<file path="config.mk">
export PLATFORM = sky130hd
export DESIGN_NAME = audio_sample_scheduler
export DESIGN_NICKNAME = d
export VERILOG_FILES = /design/src/rtl/audio_sample_scheduler.sv
export SDC_FILE = /design/constraint.sdc
export NUM_CORES = 1
export LEC_CHECK = 0
export ABC_CLOCK_PERIOD_IN_PS = 6560
export BUFFER_PORTS_ARGS = -buffer_cell sky130_fd_sc_hd__buf_4
export CORE_MARGIN = 4
export CORE_UTILIZATION = 40
export DETAILED_ROUTE_END_ITERATION = 10
export GPL_TIMING_DRIVEN = 0
export SLEW_MARGIN = 10
export SYNTH_ARGS = -nofsm -noshare
export SYNTH_HDL_FRONTEND = slang
export SYNTH_SLANG_ARGS = --single-unit
</file>
<file path="constraint.sdc">
create_clock -name clk -period 6.56 [get_ports clk]
set_clock_uncertainty 0.2 [all_clocks]
set_input_delay 0.328 -clock clk [delete_from_list [all_inputs] [get_ports clk]]
set_output_delay 0.328 -clock clk [all_outputs]
set_load 0.01 [all_outputs]
</file>
<file path="src/rtl/audio_sample_scheduler.sv">
// -----------------------------------------------------------------------------
// audio_sample_scheduler
//
// Paces a stereo audio stream into an HDMI encoder at SAMPLE_HZ using a
// drift-free phase accumulator clocked at CLK_HZ. A one-entry pending buffer
// sits between the producer handshake and the encoder-facing sample word.
//
// Parameters
//   CLK_HZ     frequency of clk in Hz
//   SAMPLE_HZ  audio sample rate in Hz (must be below CLK_HZ/2)
//   WIDTH      bits per channel sample
//
// Ports
//   clk             system clock, rising edge
//   rst_n           asynchronous active-low reset
//   enable          run request; low stops ticks and flushes the buffer
//   in_valid        producer has a sample on in_left/in_right
//   in_left         left channel sample
//   in_right        right channel sample
//   in_ready        registered; a sample transfers when in_valid && in_ready
//   audio_word      current sample word {left, right}
//   sample_tick     one-cycle pulse per sample period
//   audio_clk       sample-rate waveform, high for CLK_HZ/(2*SAMPLE_HZ) cycles
//   underrun        one-cycle pulse when a tick finds the buffer empty
//   underrun_count  saturating underrun count
//
// Build option
//   AUDIO_UNDERRUN_COUNT_EN  defined: underrun_count counts underrun pulses,
//                            saturating at 16'hFFFF. Undefined: tied to 0.
// -----------------------------------------------------------------------------
module audio_sample_scheduler #(
    parameter int CLK_HZ    = 100000000,
    parameter int SAMPLE_HZ = 48000,
    parameter int WIDTH     = 24
) (
    input  logic                 clk,
    input  logic                 rst_n,
    input  logic                 enable,
    input  logic                 in_valid,
    input  logic [WIDTH-1:0]     in_left,
    input  logic [WIDTH-1:0]     in_right,
    output logic                 in_ready,
    output logic [2*WIDTH-1:0]   audio_word,
    output logic                 sample_tick,
    output logic                 audio_clk,
    output logic                 underrun,
    output logic [15:0]          underrun_count
);

    // One extra bit so acc + SAMPLE_HZ never overflows before the compare.
    localparam int ACC_W       = $clog2(CLK_HZ) + 1;
    localparam int HIGH_RAW    = CLK_HZ / (2 * SAMPLE_HZ);
    localparam int HIGH_CYCLES = (HIGH_RAW < 1) ? 1 : HIGH_RAW;
    localparam int HC_W        = $clog2(HIGH_CYCLES + 1);

    localparam logic [ACC_W-1:0] STEP    = ACC_W'(SAMPLE_HZ);
    localparam logic [ACC_W-1:0] PERIOD  = ACC_W'(CLK_HZ);
    // The tick cycle itself is the first high cycle; the counter holds the rest.
    localparam logic [HC_W-1:0]  HC_LOAD = HC_W'(HIGH_CYCLES - 1);

    typedef enum logic [1:0] {
        ST_OFF,
        ST_PRIME,
        ST_RUN
    } state_t;

    state_t              state, state_nx;
    logic [ACC_W-1:0]    acc, acc_nx, acc_sum;
    logic [2*WIDTH-1:0]  pend_word, pend_word_nx;
    logic                pend_full, pend_full_nx;
    logic [2*WIDTH-1:0]  audio_word_nx;
    logic [HC_W-1:0]     hc_cnt, hc_cnt_nx;
    logic                in_ready_nx;
    logic                tick_nx;
    logic                underrun_nx;
    logic                audio_clk_nx;
    logic                xfer;
    logic                wrap;

    assign xfer    = in_valid & in_ready;
    assign acc_sum = acc + STEP;
    assign wrap    = (state == ST_RUN) && (acc_sum >= PERIOD);

    // NOTE: every variable gets its default before any branch so a missed
    // assignment in some path can never infer a latch.
    always_comb begin
        state_nx      = state;
        acc_nx        = acc;
        pend_word_nx  = pend_word;
        pend_full_nx  = pend_full;
        audio_word_nx = audio_word;
        hc_cnt_nx     = '0;
        tick_nx       = 1'b0;
        underrun_nx   = 1'b0;
        audio_clk_nx  = 1'b0;

        if (!enable) begin
            // Leaving the run: pulses are truncated, buffer flushed, word held.
            state_nx     = ST_OFF;
            acc_nx       = '0;
            pend_full_nx = 1'b0;
        end else begin
            unique case (state)
                ST_OFF: begin
                    state_nx     = ST_PRIME;
                    acc_nx       = '0;
                    pend_full_nx = 1'b0;
                end
                ST_PRIME: begin
                    acc_nx = '0;
                    // First sample bypasses the buffer so the encoder has
                    // valid data before the first tick.
                    if (xfer) begin
                        audio_word_nx = {in_left, in_right};
                        state_nx      = ST_RUN;
                    end
                end
                ST_RUN: begin
                    acc_nx = wrap ? (acc_sum - PERIOD) : acc_sum;

                    if (wrap) begin
                        audio_clk_nx = 1'b1;
                        hc_cnt_nx    = HC_LOAD;
                    end else if (hc_cnt != '0) begin
                        audio_clk_nx = 1'b1;
                        hc_cnt_nx    = hc_cnt - 1'b1;
                    end

                    if (wrap) begin
                        tick_nx = 1'b1;
                        if (pend_full) begin
                            audio_word_nx = pend_word;
                            pend_full_nx  = 1'b0;
                        end else begin
                            underrun_nx = 1'b1;
                        end
                    end

                    // in_ready is low while the buffer is full, so a transfer
                    // only ever lands in an empty buffer; when it coincides
                    // with an underrun tick it waits for the next tick.
                    if (xfer) begin
                        pend_word_nx = {in_left, in_right};
                        pend_full_nx = 1'b1;
                    end
                end
                default: state_nx = ST_OFF;
            endcase
        end

        in_ready_nx = (state_nx != ST_OFF) && !pend_full_nx;
    end

    // NOTE: state registers use non-blocking assignments so every flop samples
    // the pre-edge values regardless of statement order.
    always_ff @(posedge clk or negedge rst_n) begin
        if (!rst_n) begin
            state       <= ST_OFF;
            acc         <= '0;
            // NOTE: the buffer contents are qualified by pend_full, but they
            // are cleared too so nothing X ever reaches audio_word.
            pend_word   <= '0;
            pend_full   <= 1'b0;
            audio_word  <= '0;
            hc_cnt      <= '0;
            in_ready    <= 1'b0;
            sample_tick <= 1'b0;
            underrun    <= 1'b0;
            audio_clk   <= 1'b0;
        end else begin
            state       <= state_nx;
            acc         <= acc_nx;
            pend_word   <= pend_word_nx;
            pend_full   <= pend_full_nx;
            audio_word  <= audio_word_nx;
            hc_cnt      <= hc_cnt_nx;
            in_ready    <= in_ready_nx;
            sample_tick <= tick_nx;
            underrun    <= underrun_nx;
            audio_clk   <= audio_clk_nx;
        end
    end

`ifdef AUDIO_UNDERRUN_COUNT_EN
    // Counts on the same edge that raises the underrun pulse.
    always_ff @(posedge clk or negedge rst_n) begin
        if (!rst_n) begin
            underrun_count <= '0;
        end else if (underrun_nx && (underrun_count != 16'hFFFF)) begin
            underrun_count <= underrun_count + 16'd1;
        end
    end
`else
    assign underrun_count = '0;
`endif

endmodule

</file>
Word-level counts from Yosys, hierarchy flattened --
Cells that the tools add are included.
Storage, ports and cells: register bits 142, input port bits 52, output and inout port bits 68, word-level logic and storage cells 60
Cells by class: add/subtract/negate cells 3, $lt $le $gt $ge 1, eq/ne operators 6, muxes and demuxes 29, bitwise gates (word level) 1, reduce and logical (&&, ||, !) cells 10
Operators with widths (count):
- $mux 48 | 3
- $pmux 48 s2 | 1
- $mux 28 | 2
- $pmux 28 s2 | 1
- $mux 11 | 4
- $add 28x16->28 const B | 1
- $ge 28x27->1 const B | 1
- $sub 28x27->28 const B | 1
- $mux 1 | 14
- $reduce_bool 11->1 | 1
- $sub 11x1->11 const B | 1
- $ne 2x2->1 const B | 3
- $pmux 2 s3 | 1
- $reduce_and 5->1 | 1
- $mux 2 | 2
- $reduce_bool 2->1 | 2
- $ne 3x2->1 const B | 1
- $reduce_and 3->1 | 1
- $eq 2x1->1 const B | 1
- $eq 2x2->1 const B | 1
- $logic_and 1x1->1 | 2
- $logic_not 2->1 | 1
- $pmux 1 s2 | 1
- $reduce_or 2->1 | 1
- 2 further kinds | 2

Depth between registers and ports, before layout --
Gate-level depths: netlist of run 1.
depth in word-level cells 9, mapped depth 15, depth with buffers taken out 13

Worst setup path before layout of run 1 --
Ideal clock, no wire load.
path kind register -> register, start reg acc[7], end reg acc[11], library setup time 0.066 ns, arrival time 3.229 ns, required time 6.294 ns, path slack 3.065 ns, stages on the path, launching flop included 15, path buffers 2, cell sequence dfrtp_1 > buf_6 > inv_1 > ha_1 > nand2b_1 > a311o_1 > buf_2 > nand4_1 > xnor2_1 > o21ba_2 > a2111oi_4 > nor2_2 > or4b_4 > a31oi_1 > a41o_1
Between the ends: longest elaborated chain between the ends 6
RTL lines:
- from (decl) | RTL line 68 | logic [ACC_W-1:0] acc, acc_nx, acc_sum;
- from (signal assigned) | RTL line 172 | acc <= acc_nx;
- $add 28x16->28 (*) | RTL line 81 | assign acc_sum = acc + STEP;
- $ge 28x27->1 | RTL line 82 | assign wrap = (state == ST_RUN) && (acc_sum >= PERIOD);
- $logic_and 1x1->1 | RTL line 82
- $mux 28 (*) | RTL line 119 | acc_nx = wrap ? (acc_sum - PERIOD) : acc_sum;
- $pmux 28 s2 (*) | RTL line 103 | unique case (state)
- $mux 28 (*) | RTL line 97 | if (!enable) begin
Every way passes the cells marked *; elsewhere a longest branch is shown, timed or not. A chain may end at the register's enable or synchronous reset.

Worst setup path after layout of run 1 --
start reg acc[8], end reg audio_word[2]
Between the ends: longest elaborated chain between the ends 5
RTL lines:
- $add 28x16->28 | RTL line 81
- $ge 28x27->1 | RTL line 82
- $logic_and 1x1->1 | RTL line 82
- $ne 2x2->1 (no source line)
- $reduce_and 5->1 (no source line)
- to (signal assigned) | RTL line 175 | audio_word <= audio_word_nx;
- to (decl) | RTL line 43 | output logic [2*WIDTH-1:0] audio_word,
Every way passes these cells.

==> results.rst, run 1 <==
.. list-table::
   :header-rows: 1

   * - Metric
     - Value
   * - Critical path cell sequence
     - inv_1, ha_1, nand2b_1, a311oi_2, o21ai_0, o311a_1, o21ba_2, a2111oi_4, o21ai_1, a21oi_2, buf_2, buf_2, a31oi_1
   * - GRT overflow
     - 0
   * - Worst slew pin tran
     - 0.715 ns
   * - Netlist area before placement
     - 6810 µm²
   * - Starting Density
     - 0.409
   * - Worst IR drop on VDD
     - 0.000197 V
   * - Average wire per standard cell
     - 15.7 µm
   * - Setup_tns
     - 0 ns
   * - Count of buffer and inverter cells on the critical path
     - 3
   * - Worst reg2reg startpoint
     - acc[8]
   * - Hold worst-path end
     - pend_full
   * - Worst path most repeated cell
     - sky130_fd_sc_hd__buf_2
   * - EDFF count, synth
     - 0
   * - Core Area
     - 16600 µm²
   * - Pin count of the biggest net entering global routing
     - 102
   * - RD Place Congestion
     - 0.898
   * - Worst hold slack
     - 0.0405 ns
   * - Reg-to-reg critical path endpoint
     - audio_word[2]
   * - Via total after detailed routing
     - 5789
   * - Startpoint Class
     - register
   * - CTS tree
     - done
   * - Wire length of the first global-routing pass
     - 30.0 mm
   * - Antenna violations before repair
     - 0
   * - Most instantiated library cell after synthesis
     - sky130_fd_sc_hd__dfrtp_1
   * - Vert. Die Dim
     - 138 µm
   * - Synthesis Warnings
     - 0
   * - Post CTS Setup Buffer Count
     - 0
   * - Clk slew on worst S/H paths
     - 0.06 ns
   * - Int Pwr
     - 1700 µW
   * - Worst-case headroom to the max-slew limit
     - 0.520
   * - Required arrival time at the worst endpoint
     - 6.65 ns
   * - Number of global-route vias before repair
     - 5771
   * - Leading cell types by total area after synthesis
     - sky130_fd_sc_hd__dfrtp_1 (50%), sky130_fd_sc_hd__mux2_2 (8.1%), sky130_fd_sc_hd__nand2_1 (7.4%)
   * - Switch Pwr
     - 638 µW
   * - Count of antenna diodes in the layout
     - 0
   * - Area of the die
     - 19200 µm²
   * - Num Clock Sinks
     - 135
   * - Number of remaining DRC errors
     - 0
   * - Iteration count of the initial detailed-routing pass
     - 5
   * - Syn avg cell area
     - 9.42 µm²
   * - Share of the synthesized area in the top cell type
     - 0.496
   * - Slowest Stage Delay on Critical Path
     - 0.64 ns
   * - Min Clock Period, post-route
     - 4.46 ns
   * - Worst Hold Launch
     - enable
   * - Ys async rst share
     - 1.00
   * - Count of fill cells added during filler insertion
     - 1525
   * - Clk network pwr share
     - 0.387
   * - DR iter-0 viols
     - 504
   * - Final antenna-violating net count
     - 0
   * - Hold Path Class
     - input pin to register
   * - IO Pins
     - 120
   * - Critical Path AT
     - 4.55 ns
   * - Result of the run
     - completed
   * - Worst-case clock buffer depth
     - 2
   * - PortBufs
     - 103
   * - Share of synthesized area occupied by flip-flops and latches
     - 0.496
   * - Final layout net count
     - 967
   * - Total wirelength of the detailed-routed design
     - 17.9 mm
   * - Instance count of the mapped netlist
     - 723
   * - Comb power frac
     - 0.178
   * - GRT Util Overall
     - 0.190
   * - Worst-skew pair later-pin latency
     - 0.42 ns
   * - Power Dens Cells
     - 260 nW/µm²
   * - Hold Vio Cnt, Final
     - 0
   * - Unrepaired setup endpoints after global routing
     - false
   * - Number of max-slew violations in the final report
     - 0
   * - TritonCTS buffer count
     - 17
   * - Total of max-cap violations
     - 0
   * - Part of the cycle the worst path needs
     - 0.680
   * - Category of the most critical setup path
     - register to register
   * - Maximum fanout along the worst path
     - 10
   * - Register bit total from synthesis
     - 135
   * - Maximum clock frequency
     - 224 MHz
   * - Std-Cell Rows
     - 47
   * - Worst-path cell with the longest stage delay
     - sky130_fd_sc_hd__a311oi_2
   * - Largest area contributor in the synthesized netlist
     - sky130_fd_sc_hd__dfrtp_1
   * - Critical path's top delay family
     - compound AO/OA/AOI/OAI gates
   * - Setup violators final
     - 0
   * - Most frequently used flop master after synthesis
     - sky130_fd_sc_hd__dfrtp_1
   * - Number of cell instances on the worst register-to-register path
     - 13
   * - Static leakage
     - 0.00413 µW
   * - Switching share of power
     - 0.273
   * - Top cells by instance count after synthesis
     - sky130_fd_sc_hd__dfrtp_1 (135), sky130_fd_sc_hd__nand2_1 (134), sky130_fd_sc_hd__nor2_1 (82)
   * - Register share of total power
     - 0.435
   * - WHS Path Cells
     - 3
   * - Share of cells above drive strength 1
     - 0.242
   * - Half-perimeter wire length after detailed placement
     - 12.4 mm
   * - Crit end category
     - register
   * - Flop2flop setup slack
     - 2.10 ns
   * - Distinct cell type count of the synthesized netlist
     - 62
   * - H-tree Lvls
     - 4
   * - Horizontal die dimension
     - 138 µm
   * - Cell chosen for the clock root
     - sky130_fd_sc_hd__clkbuf_16
   * - Via-to-Cell Ratio
     - 5.06
   * - Area added between synthesis and finish
     - 32.2%
   * - Crit path launch
     - acc[8]
## metal layers
metal  vias to the layer above  global-route usage  routed length (µm)
met5                         -                   0                   0
met4                         0              0.0468                 168
li1                       2868                   -                   -
met2                       152               0.298                8390
met3                        16              0.0646                1210
met1                      2753               0.255                8170
## through the flow
stage	total power (µW)	std cells	setup WS, ns	cell area [µm²]	util
after floorplan	1200	738	3.07	6870	-
after global placement	1420	1061	2.14	7910	0.476
after detailed placement	1430	1062	2.16	7950	0.478
after CTS	2360	1143	2.13	9000	0.541
after global routing	2460	1143	1.76	9000	0.541
final	2340	1143	2.10	9000	0.541
## sequential cells by signal, indices dropped and copies added (netlist names)
| name | cells |
|---|---|
| pend_full | 1 |
| pend_word | 48 |
| in_ready | 1 |
| state | 2 |
| audio_clk | 1 |
| underrun | 1 |
| audio_word | 48 |
| acc | 21 |
| sample_tick | 1 |
| hc_cnt | 11 |
## cells in the final DEF (no fill, tap or decap), types with 5 or more instances in the layout
cell and instances:
sky130_fd_sc_hd__clkbuf_1 29, sky130_fd_sc_hd__dlygate4sd3_1 50, sky130_fd_sc_hd__xor2_1 7, sky130_fd_sc_hd__nor3_1 11, sky130_fd_sc_hd__a31oi_1 53, sky130_fd_sc_hd__dfrtp_1 135, sky130_fd_sc_hd__nand3_1 9, sky130_fd_sc_hd__buf_2 13
sky130_fd_sc_hd__or3_1 12, sky130_fd_sc_hd__nor2_1 82, sky130_fd_sc_hd__nor4_1 6, sky130_fd_sc_hd__mux2_2 49, sky130_fd_sc_hd__and2_1 5, sky130_fd_sc_hd__a21oi_1 24, sky130_fd_sc_hd__xnor2_1 15, sky130_fd_sc_hd__clkbuf_16 17
sky130_fd_sc_hd__o21ai_0 27, sky130_fd_sc_hd__conb_1 16, sky130_fd_sc_hd__nand2_1 134, sky130_fd_sc_hd__inv_1 13, sky130_fd_sc_hd__buf_4 118
## power groups by stage
stage               clock [µW]  sequential [µW]  combinational (µW)
finish                     906             1020                 415
floorplan                    0             1050                 150
global placement             0             1030                 390
global route               967             1030                 460
detailed placement           0             1030                 398
CTS                        923             1020                 420
## cells by family (layout without fill, tap and decap cells)
| group | after synthesis | count (layout) | share of synthesized area |
|---|---|---|---|
| compound gates | 144 | 144 | 0.139 |
| xor+xnor | 22 | 22 | 0.0283 |
| fa+ha+maj | 5 | 5 | 0.00882 |
| buf+inv | 74 | 259 | 0.0531 |
| flops | 135 | 135 | 0.496 |
| mux | 52 | 52 | 0.0854 |
| other cells | 1 | 16 | 0.000551 |
| simple gates | 290 | 290 | 0.189 |
## worst max path at each step
| stage | to | slack [ns] | cells after the start |
|---|---|---|---|
| 3_3_place_gp | audio_word[3] | 2.14 | 13 |
| 6_report | audio_word[2] | 2.10 | 13 |
| 3_5_place_dp | audio_word[1] | 2.16 | 13 |
| 4_1_cts | audio_word[2] | 2.13 | 13 |
| 5_1_grt | audio_word[7] | 1.76 | 13 |
| 2_1_floorplan | acc[11] | 3.07 | 14 |
## cell type report
class | count | area, µm² | share of cell area
buffer | 61 | 313 | 0.0347
clock buffer | 19 | 433 | 0.0481
clock inverter | 12 | 123 | 0.0136
inverter | 13 | 48.8 | 0.00542
multi-input combinational | 529 | 3130 | 0.347
sequential | 135 | 3380 | 0.375
tap | 220 | 275 | 0.0306
timing repair buffer | 154 | 1310 | 0.145
## what timing repair did
action	in CTS	in global routing
endpoints found under the hold margin	131	0
hold buffers	50	0
gates resized for setup	0	0
## worst register-to-register path, stage by stage (launching register included)
cell	delay [ns]
sky130_fd_sc_hd__dfrtp_1	0.46
sky130_fd_sc_hd__inv_1	0.11
sky130_fd_sc_hd__ha_1	0.28
sky130_fd_sc_hd__nand2b_1	0.22
sky130_fd_sc_hd__a311oi_2	0.64
sky130_fd_sc_hd__o21ai_0	0.24
sky130_fd_sc_hd__o311a_1	0.18
sky130_fd_sc_hd__o21ba_2	0.25
sky130_fd_sc_hd__a2111oi_4	0.55
sky130_fd_sc_hd__o21ai_1	0.18
sky130_fd_sc_hd__a21oi_2	0.31
sky130_fd_sc_hd__buf_2	0.31
sky130_fd_sc_hd__buf_2	0.29
sky130_fd_sc_hd__a31oi_1	0.12
Note: power is estimated with default switching activity, not from simulation.
==> inputs of run 2 (changes only) <==
--- a/config.mk
+++ b/config.mk
@@ -5,7 +5,7 @@
 export SDC_FILE = /design/constraint.sdc
 export NUM_CORES = 1
 export LEC_CHECK = 0
-export ABC_CLOCK_PERIOD_IN_PS = 6560
+export ABC_CLOCK_PERIOD_IN_PS = 4260
 export BUFFER_PORTS_ARGS = -buffer_cell sky130_fd_sc_hd__buf_4
 export CORE_MARGIN = 4
 export CORE_UTILIZATION = 40
==> constraint.sdc (replaced) <==
create_clock -name clk -period 4.26 [get_ports clk]
set_clock_uncertainty 0.2 [all_clocks]
set_input_delay 0.213 -clock clk [delete_from_list [all_inputs] [get_ports clk]]
set_output_delay 0.213 -clock clk [all_outputs]
set_load 0.01 [all_outputs]
==> results.rst, run 2 (synthesis results as in run 1) <==
.. list-table::
   :header-rows: 1

   * - Metric
     - Value
   * - PortBufs
     - 103
   * - Count of fill cells added during filler insertion
     - 1522
   * - Area of the die
     - 19200 µm²
   * - Worst-skew pair later-pin latency
     - 0.42 ns
   * - CTS tree
     - done
   * - Antenna violations before repair
     - 0
   * - Required arrival time at the worst endpoint
     - 4.35 ns
   * - Hold Vio Cnt, Final
     - 0
   * - Via-to-Cell Ratio
     - 5.09
   * - Average wire per standard cell
     - 15.7 µm
   * - Pin count of the biggest net entering global routing
     - 102
   * - Result of the run
     - completed
   * - Final Core Density
     - 0.546
   * - Total of max-cap violations
     - 0
   * - Core Area
     - 16600 µm²
   * - Num Clock Sinks
     - 135
   * - Min Clock Period, post-route
     - 4.05 ns
   * - Share of cells above drive strength 1
     - 0.248
   * - Via total after detailed routing
     - 5850
   * - Most common cell after layout, fill and taps aside
     - sky130_fd_sc_hd__dfrtp_1
   * - Wire length of the first global-routing pass
     - 30.0 mm
   * - Static leakage
     - 0.00417 µW
   * - Worst-case clock buffer depth
     - 2
   * - Maximum clock frequency
     - 247 MHz
   * - Worst IR drop on VDD
     - 0.000303 V
   * - Number of max-slew violations in the final report
     - 0
   * - Worst hold slack
     - 0.0520 ns
   * - Total wirelength of the detailed-routed design
     - 18.0 mm
   * - Number of global-route vias before repair
     - 5781
   * - DR iter-0 viols
     - 504
   * - Setup violators final
     - 0
   * - Crit end category
     - register
   * - Final layout net count
     - 973
   * - Power Dens Cells
     - 397 nW/µm²
   * - Horizontal die dimension
     - 138 µm
   * - Final antenna-violating net count
     - 0
   * - GRT Util Overall
     - 0.190
   * - IO Pins
     - 120
   * - Crit path launch
     - acc[9]
   * - Half-perimeter wire length after detailed placement
     - 12.4 mm
   * - TritonCTS buffer count
     - 17
   * - Largest registers
     - audio_word: 48 flops, pend_word: 48 flops, acc: 21 flops
   * - Startpoint Class
     - register
   * - Hold Path Class
     - input pin to async pin
   * - Count of antenna diodes in the layout
     - 0
   * - Maximum fanout along the worst path
     - 10
   * - Most frequent cells in the layout
     - sky130_fd_sc_hd__dfrtp_1 (135), sky130_fd_sc_hd__nand2_1 (134), sky130_fd_sc_hd__buf_4 (123), sky130_fd_sc_hd__nor2_1 (82), sky130_fd_sc_hd__a31oi_1 (53)
   * - GRT overflow
     - 0
   * - RD Place Congestion
     - 0.898
   * - Critical Path AT
     - 4.14 ns
   * - Number of remaining DRC errors
     - 0
   * - Clk slew on worst S/H paths
     - 0.06 ns
   * - Starting Density
     - 0.409
   * - Area added between synthesis and finish
     - 33.4%
   * - H-tree Lvls
     - 4
   * - Vert. Die Dim
     - 138 µm
   * - Cell chosen for the clock root
     - sky130_fd_sc_hd__clkbuf_16
   * - Std-Cell Rows
     - 47
   * - Part of the cycle the worst path needs
     - 0.951
   * - Worst reg2reg startpoint
     - acc[9]
   * - Worst-case headroom to the max-slew limit
     - 0.531
   * - Category of the most critical setup path
     - register to register
   * - Worst slew pin tran
     - 0.698 ns
   * - Iteration count of the initial detailed-routing pass
     - 5
[run 2: stage by stage]
stage	power [µW]	TNS, ns	setup slack (ns)	area [µm²]	cells
floorplan	1860	0	0.765	6870	738
global placement	2180	-5.98	-0.163	7910	1061
detailed placement	2200	-4.71	-0.141	7950	1062
CTS	3640	0	0.0131	9040	1145
global route	3790	-0.00549	-0.00549	9080	1149
finish	3600	0	0.210	9080	1149
[run 2: metal layers]
metal	up-vias	part of all wire	GRT usage
li1	2876	-	-
met1	2802	0.46	0.255
met2	150	0.47	0.297
met3	22	0.065	0.0653
met4	0	0.011	0.0484
met5	-	0	0
[run 2: worst paths after layout]
kind / end / slack, ns / cells past startpoint
setup / recovery: audio_word[2] / 0.21 / 12
hold / removal: hc_cnt[8] / 0.05 / 2
hold reg to reg: hc_cnt[0] / 0.29 / 1
min in group clk: hc_cnt[0] / 0.29 / 1
max in group asynchronous: pend_word[8] / 3.01 / 3
setup reg to reg: audio_word[2] / 0.21 / 12
[run 2: critical path, stage by stage (launching register included)]
cell and delay, ns:
sky130_fd_sc_hd__dfrtp_1 0.37, sky130_fd_sc_hd__buf_2 0.18, sky130_fd_sc_hd__o311a_1 0.36, sky130_fd_sc_hd__o311ai_0 0.41, sky130_fd_sc_hd__xor2_1 0.28, sky130_fd_sc_hd__a311oi_1 0.27
sky130_fd_sc_hd__nand4_1 0.24, sky130_fd_sc_hd__a2111oi_4 0.51, sky130_fd_sc_hd__o21ai_1 0.16, sky130_fd_sc_hd__a21oi_2 0.31, sky130_fd_sc_hd__buf_4 0.25, sky130_fd_sc_hd__buf_2 0.26
sky130_fd_sc_hd__a31oi_1 0.11
[run 2: report_power, final]
| group | total [µW] | switching, µW | internal (µW) |
|---|---|---|---|
| logic | 642 | 296 | 346 |
| clock network | 1400 | 585 | 811 |
| registers | 1570 | 104 | 1460 |
[run 2: what timing repair did]
action | 4_1_cts | 5_1_grt
gates resized for setup | 2 | 3
hold buffers | 52 | 0
setup endpoints to repair | 40 | 56
endpoints found under the hold margin | 235 | 0
pin swaps | 1 | 3
buffers inserted | 0 | 4
cloned | 0 | 0
[run 2: area by class of cell]
class | instances | area, µm² | area share
Clock buffer | 19 | 433 | 0.0477
Timing Repair Buffer | 160 | 1360 | 0.150
Clock inverter | 12 | 123 | 0.0135
Multi-Input combinational cell | 529 | 3150 | 0.347
Tap cell | 220 | 275 | 0.0303
Inverter | 13 | 48.8 | 0.00537
Buffer | 61 | 315 | 0.0347
Sequential cell | 135 | 3380 | 0.372
==> inputs of run 3 (changes only) <==
--- a/config.mk
+++ b/config.mk
@@ -7,6 +7,7 @@
 export LEC_CHECK = 0
 export ABC_CLOCK_PERIOD_IN_PS = 4260
 export BUFFER_PORTS_ARGS = -buffer_cell sky130_fd_sc_hd__buf_4
+export CAP_MARGIN = 10
 export CORE_MARGIN = 4
 export CORE_UTILIZATION = 40
 export DETAILED_ROUTE_END_ITERATION = 10
==> constraint.sdc (replaced) <==
create_clock -name clk -period 4.26 [get_ports clk]
set_clock_uncertainty 0.2 [all_clocks]
set_input_delay 0.426 -clock clk [delete_from_list [all_inputs] [get_ports clk]]
set_output_delay 0.426 -clock clk [all_outputs]
set_load 0.01 [all_outputs]
==> results.rst, run 3 (synthesis results as in run 1) <==
.. list-table::
   :header-rows: 1

   * - Metric
     - Value
   * - Count of buffer and inverter cells on the critical path
     - 3
   * - Worst-path cell with the longest stage delay
     - sky130_fd_sc_hd__a2111oi_4
   * - Most frequent cells in the layout
     - sky130_fd_sc_hd__dfrtp_1 (135), sky130_fd_sc_hd__nand2_1 (134), sky130_fd_sc_hd__buf_4 (123), sky130_fd_sc_hd__nor2_1 (82), sky130_fd_sc_hd__a31oi_1 (53)
   * - Area added between synthesis and finish
     - 25.9%
   * - Total power draw
     - 3560 µW
   * - Stages on worst setup path
     - 12
   * - Wire length of the first global-routing pass
     - 29.1 mm
   * - Average wire per standard cell
     - 16.0 µm
   * - Via-to-Cell Ratio
     - 5.15
   * - Hold Vio Cnt, Final
     - 0
   * - Setup_tns
     - 0 ns
   * - Num Clock Sinks
     - 135
   * - Vert. Die Dim
     - 138 µm
   * - Startpoint Class
     - register
   * - GRT Util Overall
     - 0.185
   * - Number of max-slew violations in the final report
     - 0
   * - Cell chosen for the clock root
     - sky130_fd_sc_hd__clkbuf_16
   * - IO Pins
     - 120
   * - Std-Cell Rows
     - 47
   * - Maximum clock frequency
     - 248 MHz
   * - GR Layer Usage met3
     - 0.0698
   * - Pin count of the biggest net entering global routing
     - 102
   * - Worst IR drop on VDD
     - 0.000300 V
   * - Number of remaining DRC errors
     - 0
   * - Total wirelength of the detailed-routed design
     - 17.6 mm
   * - Power Dens Cells
     - 415 nW/µm²
   * - Reg-to-reg critical path endpoint
     - audio_word[2]
   * - Hold Path Class
     - input pin to register
   * - Part of the cycle the worst path needs
     - 0.945
   * - Share of cells above drive strength 1
     - 0.262
   * - Result of the run
     - completed
   * - Crit end category
     - register
   * - Crit path launch
     - acc[9]
   * - Horizontal die dimension
     - 138 µm
   * - Worst-case clock buffer depth
     - 2
   * - Flop2flop setup slack
     - 0.23 ns
   * - Clk slew on worst S/H paths
     - 0.06 ns
   * - Critical path cell sequence
     - buf_2, o311a_1, o311ai_0, xor2_1, a311oi_1, nand4_1, a2111oi_4, o21ai_1, a21oi_2, buf_4, buf_2, a31oi_1
   * - GRT overflow
     - 0
   * - Worst slew pin tran
     - 0.709 ns
   * - PortBufs
     - 103
   * - Iteration count of the initial detailed-routing pass
     - 5
   * - H-tree Lvls
     - 4
   * - Number of cell instances on the worst register-to-register path
     - 12
   * - Worst-skew pair later-pin latency
     - 0.42 ns
   * - Worst path most repeated cell
     - sky130_fd_sc_hd__buf_2
   * - Count of antenna diodes in the layout
     - 0
   * - Total of max-cap violations
     - 0
   * - Half-perimeter wire length after detailed placement
     - 12.4 mm
   * - TritonCTS buffer count
     - 17
   * - Antenna violations before repair
     - 0
   * - DR iter-0 viols
     - 458
   * - Termination of the worst setup path
     - audio_word[2]
   * - Minimum setup slack in the final design
     - 0.234 ns
   * - Count of fill cells added during filler insertion
     - 1586
   * - Via total after detailed routing
     - 5656
   * - Worst reg2reg startpoint
     - acc[9]
   * - RD Place Congestion
     - 0.898
   * - Final layout net count
     - 922
   * - Largest registers
     - audio_word: 48 flops, pend_word: 48 flops, acc: 21 flops
   * - Starting Density
     - 0.409
   * - Critical path's top delay family
     - compound AO/OA/AOI/OAI gates
   * - Number of global-route vias before repair
     - 5551
   * - Area of the die
     - 19200 µm²
   * - Most common cell after layout, fill and taps aside
     - sky130_fd_sc_hd__dfrtp_1
   * - Worst setup slack before clock tree synthesis
     - -0.141 ns
   * - Worst-case headroom to the max-slew limit
     - 0.524
   * - Maximum fanout along the worst path
     - 10
   * - Global routing's busiest layer
     - met2
   * - Required arrival time at the worst endpoint
     - 4.35 ns
   * - Critical Path AT
     - 4.11 ns
   * - Core Area
     - 16600 µm²
   * - CTS tree
     - done
   * - Setup violators final
     - 0
   * - Fraction of met2 tracks used by global routing
     - 0.282
   * - Static leakage
     - 0.00395 µW
   * - Min Clock Period, post-route
     - 4.03 ns
   * - Global Route met1 Usage
     - 0.248
   * - Category of the most critical setup path
     - register to register
   * - Slowest Stage Delay on Critical Path
     - 0.51 ns
   * - Final antenna-violating net count
     - 0
==> run 3: cell types whose count changed in the layout (fill, tap and decap cells not counted), sizes merged <==
cell | previous run | this run
dlygate4sd3 | 52 | 1
==> run 3: layer usage <==
metal | vias up | share of wire | wire length, µm
li1 | 2782 | - | -
met3 | 18 | 0.075 | 1310
met5 | - | 0 | 0
met1 | 2706 | 0.45 | 7940
met4 | 0 | 0.012 | 203
met2 | 150 | 0.46 | 8100
==> run 3: worst reg2reg max path, cell delays in order, from the launching register on <==
cell,delay (ns)
sky130_fd_sc_hd__dfrtp_1,0.37
sky130_fd_sc_hd__buf_2,0.18
sky130_fd_sc_hd__o311a_1,0.36
sky130_fd_sc_hd__o311ai_0,0.40
sky130_fd_sc_hd__xor2_1,0.27
sky130_fd_sc_hd__a311oi_1,0.27
sky130_fd_sc_hd__nand4_1,0.24
sky130_fd_sc_hd__a2111oi_4,0.51
sky130_fd_sc_hd__o21ai_1,0.16
sky130_fd_sc_hd__a21oi_2,0.31
sky130_fd_sc_hd__buf_4,0.25
sky130_fd_sc_hd__buf_2,0.26
sky130_fd_sc_hd__a31oi_1,0.11
==> run 3: per-stage QoR <==
stage	hold slack (ns)	std cells	instance area (µm²)	util
final	0.0313	1098	8570	0.515
after global routing	0.0330	1098	8570	0.515
after CTS	0.0171	1094	8530	0.512
after detailed placement	0.122	1062	7950	0.478
after global placement	0.275	1061	7910	0.476
after floorplan	-0.0696	738	6870	-
==> run 3: cell type report <==
class / count / area (µm²) / share of cell area
flip-flops and latches: 135 / 3380 / 0.394
clock inverters: 12 / 123 / 0.0143
inverters: 13 / 48.8 / 0.00569
well taps: 220 / 275 / 0.0321
plain buffers: 61 / 315 / 0.0368
multi-input cells: 529 / 3150 / 0.367
clock buffers: 19 / 433 / 0.0505
repair buffers: 109 / 848 / 0.0990
==> run 3: how the worst min path moves through the flow <==
stage / start / to / slack [ns] / cells after the start
floorplan: rst_n / acc[10] / -0.07 / 0
global placement: hc_cnt[0] / hc_cnt[0] / 0.28 / 1
detailed placement: rst_n / audio_clk / 0.12 / 1
CTS: in_valid / state[0] / 0.02 / 2
global route: in_left[11] / pend_word[35] / 0.03 / 2
finish: in_valid / state[0] / 0.03 / 2
==> run 3: power breakdown <==
| part | leakage [µW] | switching [µW] | internal [µW] | total [µW] |
|---|---|---|---|---|
| Clock | 0.000272 | 581 | 811 | 1390 |
| Combinational | 0.00197 | 286 | 316 | 602 |
| Sequential | 0.00171 | 103 | 1460 | 1570 |
==> run 3: repair_timing <==
action	CTS	global route
endpoints found under the hold margin	34	0
endpoints found under the setup margin	40	56
pin swaps	1	3
hold buffers	1	0
setup buffers	0	4
gates resized for setup	2	3
